--- config.mk ---
export PLATFORM = sky130hd
export DESIGN_NAME = credential_entry
export DESIGN_NICKNAME = d
export VERILOG_FILES = /design/src/rtl/credential_entry.sv
export SDC_FILE = /design/constraint.sdc
export NUM_CORES = 1
export LEC_CHECK = 0
export BUFFER_PORTS_ARGS = -buffer_cell sky130_fd_sc_hd__buf_2
export CORE_MARGIN = 3
export CORE_UTILIZATION = 45
export DETAILED_ROUTE_END_ITERATION = 8
export PLACE_DENSITY = 0.67
export SLEW_MARGIN = 20
export SYNTH_ARGS = -nofsm -noshare
export SYNTH_HDL_FRONTEND = slang
export SYNTH_SLANG_ARGS = --single-unit
export TNS_END_PERCENT = 100
--- constraint.sdc ---
create_clock -name clk -period 5.9 [get_ports clk]
set_input_delay 0.885 -clock clk [delete_from_list [all_inputs] [get_ports clk]]
set_output_delay 0.885 -clock clk [all_outputs]
set_load 0.02 [all_outputs]
--- src/rtl/credential_entry.sv ---
// credential_entry: keypad front end of the lock datapath.
// Gathers up to eight digits (four username nibbles, then four password
// nibbles), clears on a resetCount rising edge, and handles the unlocker's
// error flag: operator acknowledge for a wrong password, or a timed lockout
// after three failures, followed by a flagResolve handshake.
module credential_entry #(
  parameter int LOCKOUT_CYCLES = 1000
) (
  input  logic       clk,
  input  logic       rst_n,
  input  logic       digit_valid,
  input  logic [3:0] digit,
  input  logic       btn_back,
  input  logic       btn_clear,
  input  logic       btn_ack,
  input  logic       resetCount,
  input  logic       flag,
  input  logic       flagSelect,
  output logic [3:0] inputCount,
  output logic [3:0] userNameInput0,
  output logic [3:0] userNameInput1,
  output logic [3:0] userNameInput2,
  output logic [3:0] userNameInput3,
  output logic [3:0] passwordInput0,
  output logic [3:0] passwordInput1,
  output logic [3:0] passwordInput2,
  output logic [3:0] passwordInput3,
  output logic       flagResolve,
  output logic       entry_full,
  output logic       lockout_active
);

  localparam int CW = $clog2(LOCKOUT_CYCLES + 1);

  typedef enum logic [1:0] {
    ENTRY,
    FLAG_HOLD,
    LOCKOUT,
    RESOLVE
  } state_t;

  state_t        state;
  logic [3:0]    count;
  logic [3:0]    slot [8];
  logic [CW-1:0] lock_cnt;
  logic          flag_q;
  logic          rc_q;
  logic          flag_resolve_q;

  logic       flag_rise;
  logic       rc_rise;
  logic [2:0] wr_idx;
  logic [2:0] back_idx;

  // Edge detection against the previous sampled level, and buffer pointers
  assign flag_rise = flag & ~flag_q;
  assign rc_rise   = resetCount & ~rc_q;
  assign wr_idx    = count[2:0];
  assign back_idx  = count[2:0] - 3'd1;

  // Control FSM, buffer and lockout counter; everything updates on one edge
  always_ff @(posedge clk or negedge rst_n) begin
    if (!rst_n) begin
      state          <= ENTRY;
      count          <= 4'd0;
      lock_cnt       <= '0;
      flag_q         <= 1'b0;
      rc_q           <= 1'b0;
      flag_resolve_q <= 1'b0;
      for (int i = 0; i < 8; i++) slot[i] <= 4'd0;
    end else begin
      // Both unlocker levels are sampled every cycle so that an edge
      // arriving outside ENTRY is consumed rather than replayed later.
      flag_q <= flag;
      rc_q   <= resetCount;
      case (state)
        ENTRY: begin
          if (flag_rise) begin
            // The unlocker re-evaluates while the buffer is full, so the
            // buffer must be emptied before anything else happens.
            count <= 4'd0;
            for (int i = 0; i < 8; i++) slot[i] <= 4'd0;
            if (flagSelect) begin
              lock_cnt <= CW'(LOCKOUT_CYCLES);
              state    <= LOCKOUT;
            end else begin
              state <= FLAG_HOLD;
            end
          end else if (rc_rise || btn_clear) begin
            count <= 4'd0;
            for (int i = 0; i < 8; i++) slot[i] <= 4'd0;
          end else if (btn_back) begin
            if (count != 4'd0) begin
              slot[back_idx] <= 4'd0;
              count          <= count - 4'd1;
            end
          end else if (digit_valid) begin
            if (count != 4'd8) begin
              slot[wr_idx] <= digit;
              count        <= count + 4'd1;
            end
          end
        end
        FLAG_HOLD: begin
          if (btn_ack) begin
            flag_resolve_q <= 1'b1;
            state          <= RESOLVE;
          end
        end
        LOCKOUT: begin
          // Loaded with LOCKOUT_CYCLES; leaving when it reads 1 gives
          // exactly LOCKOUT_CYCLES cycles of residency.
          lock_cnt <= lock_cnt - CW'(1);
          if (lock_cnt == CW'(1)) begin
            flag_resolve_q <= 1'b1;
            state          <= RESOLVE;
          end
        end
        RESOLVE: begin
          if (!flag) begin
            flag_resolve_q <= 1'b0;
            state          <= ENTRY;
          end
        end
        default: state <= ENTRY;
      endcase
    end
  end

  // Outputs are straight decodes of registered state
  assign inputCount     = count;
  assign userNameInput0 = slot[0];
  assign userNameInput1 = slot[1];
  assign userNameInput2 = slot[2];
  assign userNameInput3 = slot[3];
  assign passwordInput0 = slot[4];
  assign passwordInput1 = slot[5];
  assign passwordInput2 = slot[6];
  assign passwordInput3 = slot[7];
  assign flagResolve    = flag_resolve_q;
  assign entry_full     = (count == 4'd8);
  assign lockout_active = (state == LOCKOUT);

endmodule

After elaboration in Yosys (flattened, before gate mapping)

Cells that the tools add are included.

Register bits after elaboration: 51
Latch bits: 0
RAM bits: 0
Bits in read-only memories: 0
Input bits: 13
Output and inout port bits: 39
Word-level logic and storage cells: 85
Memories kept: 0

$add $sub $neg: 4
Multiply operators: 0
Div/mod/pow operators: 0
Order comparisons: 4
Equal/unequal tests: 12
Shift-type cells: 0
Mux-type cells: 30
Bitwise logic cells: 8
Reduce and logical (&&, ||, !) cells: 13

Operator list:

| operator                                                                | count |
|---|---|
| 32-bit two-way mux                                                      | 6 |
| 32-bit bitwise AND                                                      | 1 |
| 32-bit bitwise mux                                                      | 1 |
| 4-bit two-way mux                                                       | 8 |
| 32-bit NOT                                                              | 1 |
| 4-bit demux with 3-bit select                                           | 2 |
| 10-bit two-way mux                                                      | 2 |
| 10-bit case mux with 2 select lines                                     | 1 |
| 4-bit AND reduction                                                     | 3 |
| 4-bit nonzero test                                                      | 3 |
| 10-bit by 1-bit == test with 1-bit output, second input constant        | 1 |
| 2-bit two-way mux                                                       | 5 |
| 10-bit by 1-bit subtractor with 10-bit output, second input constant    | 1 |
| 4-bit >= comparator, second input constant                              | 2 |
| 4-bit by 1-bit < comparator with 1-bit output, second input constant    | 2 |
| 2-bit inequality test, second input constant                            | 4 |
| 3-bit NOT with 4-bit output                                             | 2 |
| 2-bit case mux with 4 select lines                                      | 1 |
| 4-bit by 1-bit adder with 4-bit output, second input constant           | 1 |
| 2-bit == test, second input constant                                    | 2 |
| 4-bit == test, second input constant                                    | 1 |
| 4-bit by 1-bit inequality test with 1-bit output, second input constant | 1 |
| 4-bit inequality test, second input constant                            | 1 |
| 4-bit by 1-bit subtractor with 4-bit output, second input constant      | 1 |
| other kinds (13)                                                        | 18 |

Logic depth before layout (Yosys ltp)

Gate-level depths: netlist of the first run.

Depth in word-level cells: 12
Gate-level depth with buffers: 9
Mapped depth without buffers: 6

Least setup slack after synthesis of the first run

Ideal clock, no wire load.

Kind: register -> register
Start point: reg count[0] (netlist: inputCount[0])
End point: reg slot, in the netlist userNameInput1[0]
Setup time: 0.138 ns
Data arrival time: 2.264 ns
Data required time: 5.762 ns
Slack: 3.499 ns
Stages on the path, launching flop included: 10
Buffers on the path: 3
Clock period less this slack: 2.401 ns
Path through: dfrtp_1 -> buf_2 -> buf_2 -> inv_1 -> ha_1 -> clkbuf_1 -> nor4bb_1 -> o21ai_0 -> a21oi_1 -> o22ai_1

Longest elaborated chain between the ends: 12
Elaborated cells on any way between the ends: 27
Classes of those cells: 1 x add/sub; 4 x order compare; 2 x eq/ne; 11 x mux; 4 x bitwise; 5 x reduce/logical

Ends and longest elaborated chain:

| item                                                                                                              | line | source |
|---|---|---|
| start, declared                                                                                                   | 43   | `logic [3:0] count;` |
| start signal, assigned                                                                                            | 95   | `count <= count - 4'd1;` |
| start signal, assigned                                                                                            | 100  | `count <= count + 4'd1;` |
| 3-bit by 1-bit subtractor with 3-bit output                                                                       | 59   | `assign back_idx = count[2:0] - 3'd1;` |
| 3-bit NOT with 4-bit output (not written as such)                                                                 | 94   | `slot[back_idx] <= 4'd0;` |
| 4-bit >= comparator (not written as such) / 4-bit by 1-bit < comparator with 1-bit output (equally long branches) | 94   |  |
| 1-bit logical AND (not written as such)                                                                           | 94   |  |
| 4-bit two-way mux (not written as such)                                                                           | 94   |  |
| 4-bit demux with 3-bit select                                                                                     | 94   |  |
| 32-bit NOT (no source line)                                                                                       | --   |  |
| 32-bit bitwise AND (no source line)                                                                               | --   |  |
| 32-bit two-way mux                                                                                                | 93   | `if (count != 4'd0) begin` |
| 32-bit two-way mux                                                                                                | 92   | `end else if (btn_back) begin` |
| 32-bit two-way mux                                                                                                | 89   | `end else if (rc_rise \|\| btn_clear) begin` |
| 32-bit two-way mux                                                                                                | 78   | `if (flag_rise) begin` |
| end signal, assigned by index                                                                                     | 99   | `slot[wr_idx] <= digit;` |
| end, declared                                                                                                     | 44   | `logic [3:0] slot [8];` |

Several ways; a longest one is shown, not always the timed one. The select of a mux whose other input is x is not followed.
A chain may end at the register's enable or synchronous reset.

Final worst setup path of the first run

Start point: reg count[0] (netlist: inputCount[0])
End point: out entry_full

Longest elaborated chain between the ends: 1

Ends and longest elaborated chain:

| item          | line | source |
|---|---|---|
| 4-bit == test | 141  | `assign entry_full = (count == 4'd8);` |
| end, declared | 29   | `output logic entry_full,` |

No other way between the ends.

==> metrics.txt, run 1 <==
status finished clean; area occupied by multi-input gates 0.00146 mm²; Hold Path Cell Cnt 2; crit path kind flop to output pin; initial antenna violation count 0; Avg WL per Cell 15.8 µm; hold crit path type flop to flop; die height 85.3 µm; post-route clock skew between 0.007 and 0.008 ns; dpl cells 397; Core Area between 0.005 and 0.006 mm²; sw power 547 µW; final hold violations 0; Max-Cap Viols 0; worst slew pin tran roughly 0.78 ns; sink of the worst hold path passwordInput1[0]; TritonCTS Buffers 5; WP data required 5.02 ns; net count after synthesis a little over 300; final cell count without fillers 405; CP Launch Point inputCount[0]; syn_area_per_cell 10.1 µm²; DR vias/cell between 5 and 6; final non-filler cell area approximately 0.0032 mm²; met1 WL between 2 and 3 mm; Int Power 692 µW; 1st-iter DRT viols ~270; wire length on met3 428 µm; antenna diode count 0; chip width about 85 µm; Post-synth EDFFs 0; io pins 52; final worst path period share 0.478; ys flop type dfrtp_1; Root Buffer clkbuf_8; Post-Syn Instances 281; combinational fraction of design power 0.452; switching share of power 0.442; largest net degree at the start of global routing 52; part of the power in the clock network 0.158; setup TNS 0 ns; CP startpoint kind flop; Met2 Wirelength 3.00 mm; clk buf depth 2; antenna-violating nets left 0; Synth area leaders dfrtp_1 (45%), o22ai_1 (7.1%), nand2_1 (5.7%); nets@finish 354; effective utilization at floorplan 0.472; Synth Cell Area roughly 0.0028 mm²; Lkg Pwr 1.50 nW; Hold Crit Start passwordInput1[0]; DP HPWL 4.52 mm; number of buffers added on ports slightly above 50; Max-slew headroom 0.483; worst hold slack 0.525 ns; power per cell area slightly below 400 mW/mm²; FF+latch area between 0.001 and 0.0015 mm²; Achievable Freq ~350 MHz; final setup violation count 0; max layer used met4; post-layout util 0.538; Setup Buffers After CTS 0; worst reg2reg path endpoint userNameInput2[0]; CTS tree yes; maximum VDD drop 236 µV; Setup crit end kind output pin; gr usage total 0.192; sequential area share after synthesis 0.452; fraction of layout instances using a drive strength above 1 0.233; vias in the first global route 2284; worst reg2reg setup slack around 3.3 ns; row cnt 28; CTS Sinks 51; first-pass GRT wire length 11.3 mm; worst reg2reg startpoint inputCount[0]; Yosys top cell by area dfrtp_1; area growth from synthesis to layout 13.9%; worst path arrival time 1.93 ns; register share of total power 0.391; Post-CTS Hold Buffers 0; R2R depth 6; Final Critical Period 2.82 ns; cts repair resizes 0; Final GP Congestion around 0.83; Pins Over Slew Limit 0; total gr overflow 0; crit-path max FO 20; routed wire length 6.42 mm; asr flop ratio synth 1.00; Die Area 0.00727 mm²; Reg clk slew, reported paths around 0.090 ns; Clock Latency Late Sink 0.30 ns; share of the synthesized area in the top cell type 0.452; 1st-pass router iterations 4; total number of yosys warnings 0; Fillers approximately 550; RSZ-0062 raised after global routing false; Max H-tree Level 2; commonest non-fill, non-tap cells in the layout dfrtp_1 (51), buf_2 (51), nand2_1 (43), o22ai_1 (32), o21ai_0 (14); # DRC 0; via count 2320; synth unique cells 57; Placed Area about 0.0031 mm²; Seq cells post-synth between 50 and 60
[worst max-delay path by stage]
stage	cells after the start	end	slack, ns
final	4	entry_full	3.08
after floorplan	9	userNameInput1[0]	3.50
after detailed placement	6	inputCount[3]	3.23
after CTS	4	entry_full	3.08
after global placement	6	inputCount[3]	3.27
after global routing	4	entry_full	2.94
[sequential cells by signal, indices dropped and copies added (netlist names)]
signal and count:
userNameInput3 4, lock_cnt 10, passwordInput1 4, passwordInput3 4, flag_q 1, userNameInput0 4, rc_q 1, passwordInput0 4
userNameInput1 4, passwordInput2 4, inputCount 4, userNameInput2 4, state 2, flagResolve 1
[through the flow]
| step | setup slack [ns] | total power [mW] |
|---|---|---|
| finish | 3.08 | 1.24 |
| global route | 2.94 | 1.35 |
| CTS | 3.08 | 1.25 |
| detailed placement | 3.23 | 1.05 |
| global placement | 3.27 | 1.04 |
| floorplan | 3.50 | 0.907 |
[per-layer routing]
metal  GRT usage  vias to the layer above
met4      0.0403                        0
met1       0.257                     1111
li1            -                     1140
met3      0.0437                        2
met5           0                        -
met2       0.321                       67
[power by group through the flow]
stage,Combinational (mW),Sequential (mW),Clock [mW]
after CTS,0.562,0.484,0.201
after global routing,0.633,0.498,0.217
after global placement,0.552,0.488,0
after detailed placement,0.557,0.490,0
after floorplan,0.425,0.482,0
final,0.560,0.484,0.195
[synthesized netlist by cell type, types with 5 or more instances]
cell type  count
a21oi_1       10
nand3_1       12
nor2b_1        5
clkbuf_1       6
nand2_1       43
dfrtp_1       51
ha_1          11
inv_1          9
buf_2          5
o22ai_1       32
mux2i_1        5
o21ai_0       14
[cell families after synthesis]
family	share of synthesized area
buffers and inverters	0.0314
xor gates and xnor gates	0.0186
AOI/OAI and AO/OA	0.189
adders and majority gates	0.0558
muxes	0.0217
DFF	0.452
and+or+nand+nor	0.232
[layout make-up]
class / instances / share of cell area
clock buffer: 6 / 0.0225
clock inverter: 2 / 0.00389
inverter: 9 / 0.0105
multi-input combinational: 209 / 0.454
sequential: 51 / 0.396
tap: 75 / 0.0291
timing repair buffer: 53 / 0.0839
[critical path, cell delays in order, from the launching register on]
cell and delay [ns]:
dfrtp_1 0.73, inv_1 0.27, ha_1 0.29, and3_1 0.19
buf_2 0.16
(Power assumes the default switching activity.)
==> inputs of run 2 (changes only) <==
--- a/config.mk
+++ b/config.mk
@@ -9,7 +9,7 @@
 export CORE_MARGIN = 3
 export CORE_UTILIZATION = 45
 export DETAILED_ROUTE_END_ITERATION = 8
-export PLACE_DENSITY = 0.67
+export PLACE_DENSITY = 0.69
 export SLEW_MARGIN = 20
 export SYNTH_ARGS = -nofsm -noshare
 export SYNTH_HDL_FRONTEND = slang
==> constraint.sdc (replaced) <==
create_clock -name clk -period 2.5 [get_ports clk]
set_input_delay 0.375 -clock clk [delete_from_list [all_inputs] [get_ports clk]]
set_output_delay 0.375 -clock clk [all_outputs]
set_load 0.02 [all_outputs]
==> metrics.txt, run 2 (synthesis gave the netlist of run 1 again) <==
Die Area 0.00727 mm² (unchanged); effective utilization at floorplan 0.472 (unchanged); setup TNS 0 ns (unchanged); Post-CTS Hold Buffers 0 (unchanged); Root Buffer clkbuf_8; Final GP Congestion 0.805 (-3.2%); DR vias/cell 5.76 (+0.52%); Final Critical Period 2.13 ns; Core Area 0.00599 mm² (unchanged); antenna diode count 0 (unchanged); fraction of layout instances using a drive strength above 1 0.246 (+0.0122); status finished clean; maximum VDD drop 498 µV (+110%); Clock Latency Late Sink 0.31 ns (about the same); # DRC 0 (unchanged); post-route clock skew 0.00773 ns (-0.0000952 ns); final hold violations 0 (unchanged); Max-slew headroom 0.502 (+0.0195); R2R depth 6 (unchanged); initial antenna violation count 0 (unchanged); largest net degree at the start of global routing 52 (unchanged); gr usage total 0.192 (about the same); DP HPWL 4.60 mm (+1.8%); worst reg2reg path endpoint userNameInput3[2]; RSZ-0062 raised after global routing false; Setup crit end kind flop; first-pass GRT wire length 11.4 mm (+0.37%); die height 85.3 µm (unchanged); Avg WL per Cell 15.8 µm (-0.21%); CTS tree yes; final worst path period share 0.850; Fillers 542 (-1.8%); Setup Buffers After CTS 0 (unchanged); final setup violation count 0 (unchanged); Pins Over Slew Limit 0 (unchanged); max FFs per register 10 (unchanged); nets@finish 359 (+1.4%); Achievable Freq 471 MHz; routed wire length 6.47 mm (+0.78%); number of buffers added on ports 51 (unchanged); vias in the first global route 2301 (+0.74%); worst reg2reg startpoint inputCount[1]; post-layout util 0.549 (+0.0119); total gr overflow 0 (unchanged); dpl cells 402 (+1.3%); 1st-iter DRT viols 197 (-26%); cts repair resizes 0 (unchanged); commonest non-fill, non-tap cells in the layout dfrtp_1 (51), buf_2 (51), nand2_1 (43), o22ai_1 (32), o21ai_0 (14); CP Launch Point inputCount[1]; final cell count without fillers 409 (+0.99%); Lkg Pwr 1.54 nW (+2.7%); CP startpoint kind flop; power per cell area 936 mW/mm² (+140%); via count 2355 (+1.5%); crit path kind flop to flop; hold crit path type input port to asynchronous set/reset pin; worst path arrival time 2.30 ns (+0.37 ns); io pins 52 (unchanged); worst reg2reg setup slack 0.37 ns (-2.89 ns); post-route setup slack 0.375 ns (-2.71 ns); clk buf depth 2 (unchanged); Max-Cap Viols 0 (unchanged); Biggest register lock_cnt; worst slew pin tran 0.747 ns (-0.0293 ns); TritonCTS Buffers 5 (unchanged); Reg clk slew, reported paths 0.09 ns (about the same); chip width 85.3 µm (unchanged); WP data required 2.67 ns (-2.35 ns); antenna-violating nets left 0 (unchanged); 1st-pass router iterations 4 (unchanged); pre-CTS setup slack 0.340 ns (-2.89 ns); crit-path max FO 7 (-65%); row cnt 28 (unchanged); CTS Sinks 51 (unchanged); Max H-tree Level 2 (unchanged); area growth from synthesis to layout 16.5%
## run 2: area by class of cell
cell class,instances,area [µm²],share of cell area
Tap cell,75,93.8,0.0285
Multi-Input combinational cell,209,1460,0.444
Timing Repair Buffer,58,320,0.0973
Inverter,9,33.8,0.0103
Clock inverter,2,37.5,0.0114
Clock buffer,5,68.8,0.0209
Sequential cell,51,1280,0.388
## run 2: worst max-delay path by stage
stage                   endpoint  slack, ns  cells after the start
2_1_floorplan  userNameInput1[0]        0.1                      9
3_3_place_gp       inputCount[3]       0.38                      6
3_5_place_dp       inputCount[3]       0.34                      6
4_1_cts        userNameInput3[2]       0.38                      6
5_1_grt        userNameInput3[1]       0.17                      6
6_report       userNameInput3[2]       0.37                      6
## run 2: where the power goes
part	internal, mW	switching (mW)
clock network	0.293	0.267
registers	0.944	0.121
logic	0.537	0.918
## run 2: stage by stage
stage	hold slack [ns]	total power, mW	cell area (µm²)
floorplan	0.0794	2.14	2830
global placement	0.387	2.50	3190
detailed placement	0.388	2.53	3190
CTS	0.0451	3.11	3290
global route	0.0506	3.35	3290
finish	0.0391	3.08	3290
## run 2: per-layer routing
metal  vias up  part of all wire  track usage
li1       1154                 -            -
met1      1127              0.48        0.272
met2        66              0.44        0.287
met3         8             0.066       0.0524
met4         0             0.014       0.0619
met5         -                 0            0
## run 2: worst max-delay path, stage by stage, from the launching register on
cell	delay, ns
dfrtp_1	0.39
inv_1	0.17
ha_1	0.32
nor2b_1	0.29
or3b_1	0.37
a21oi_1	0.30
o22ai_1	0.15
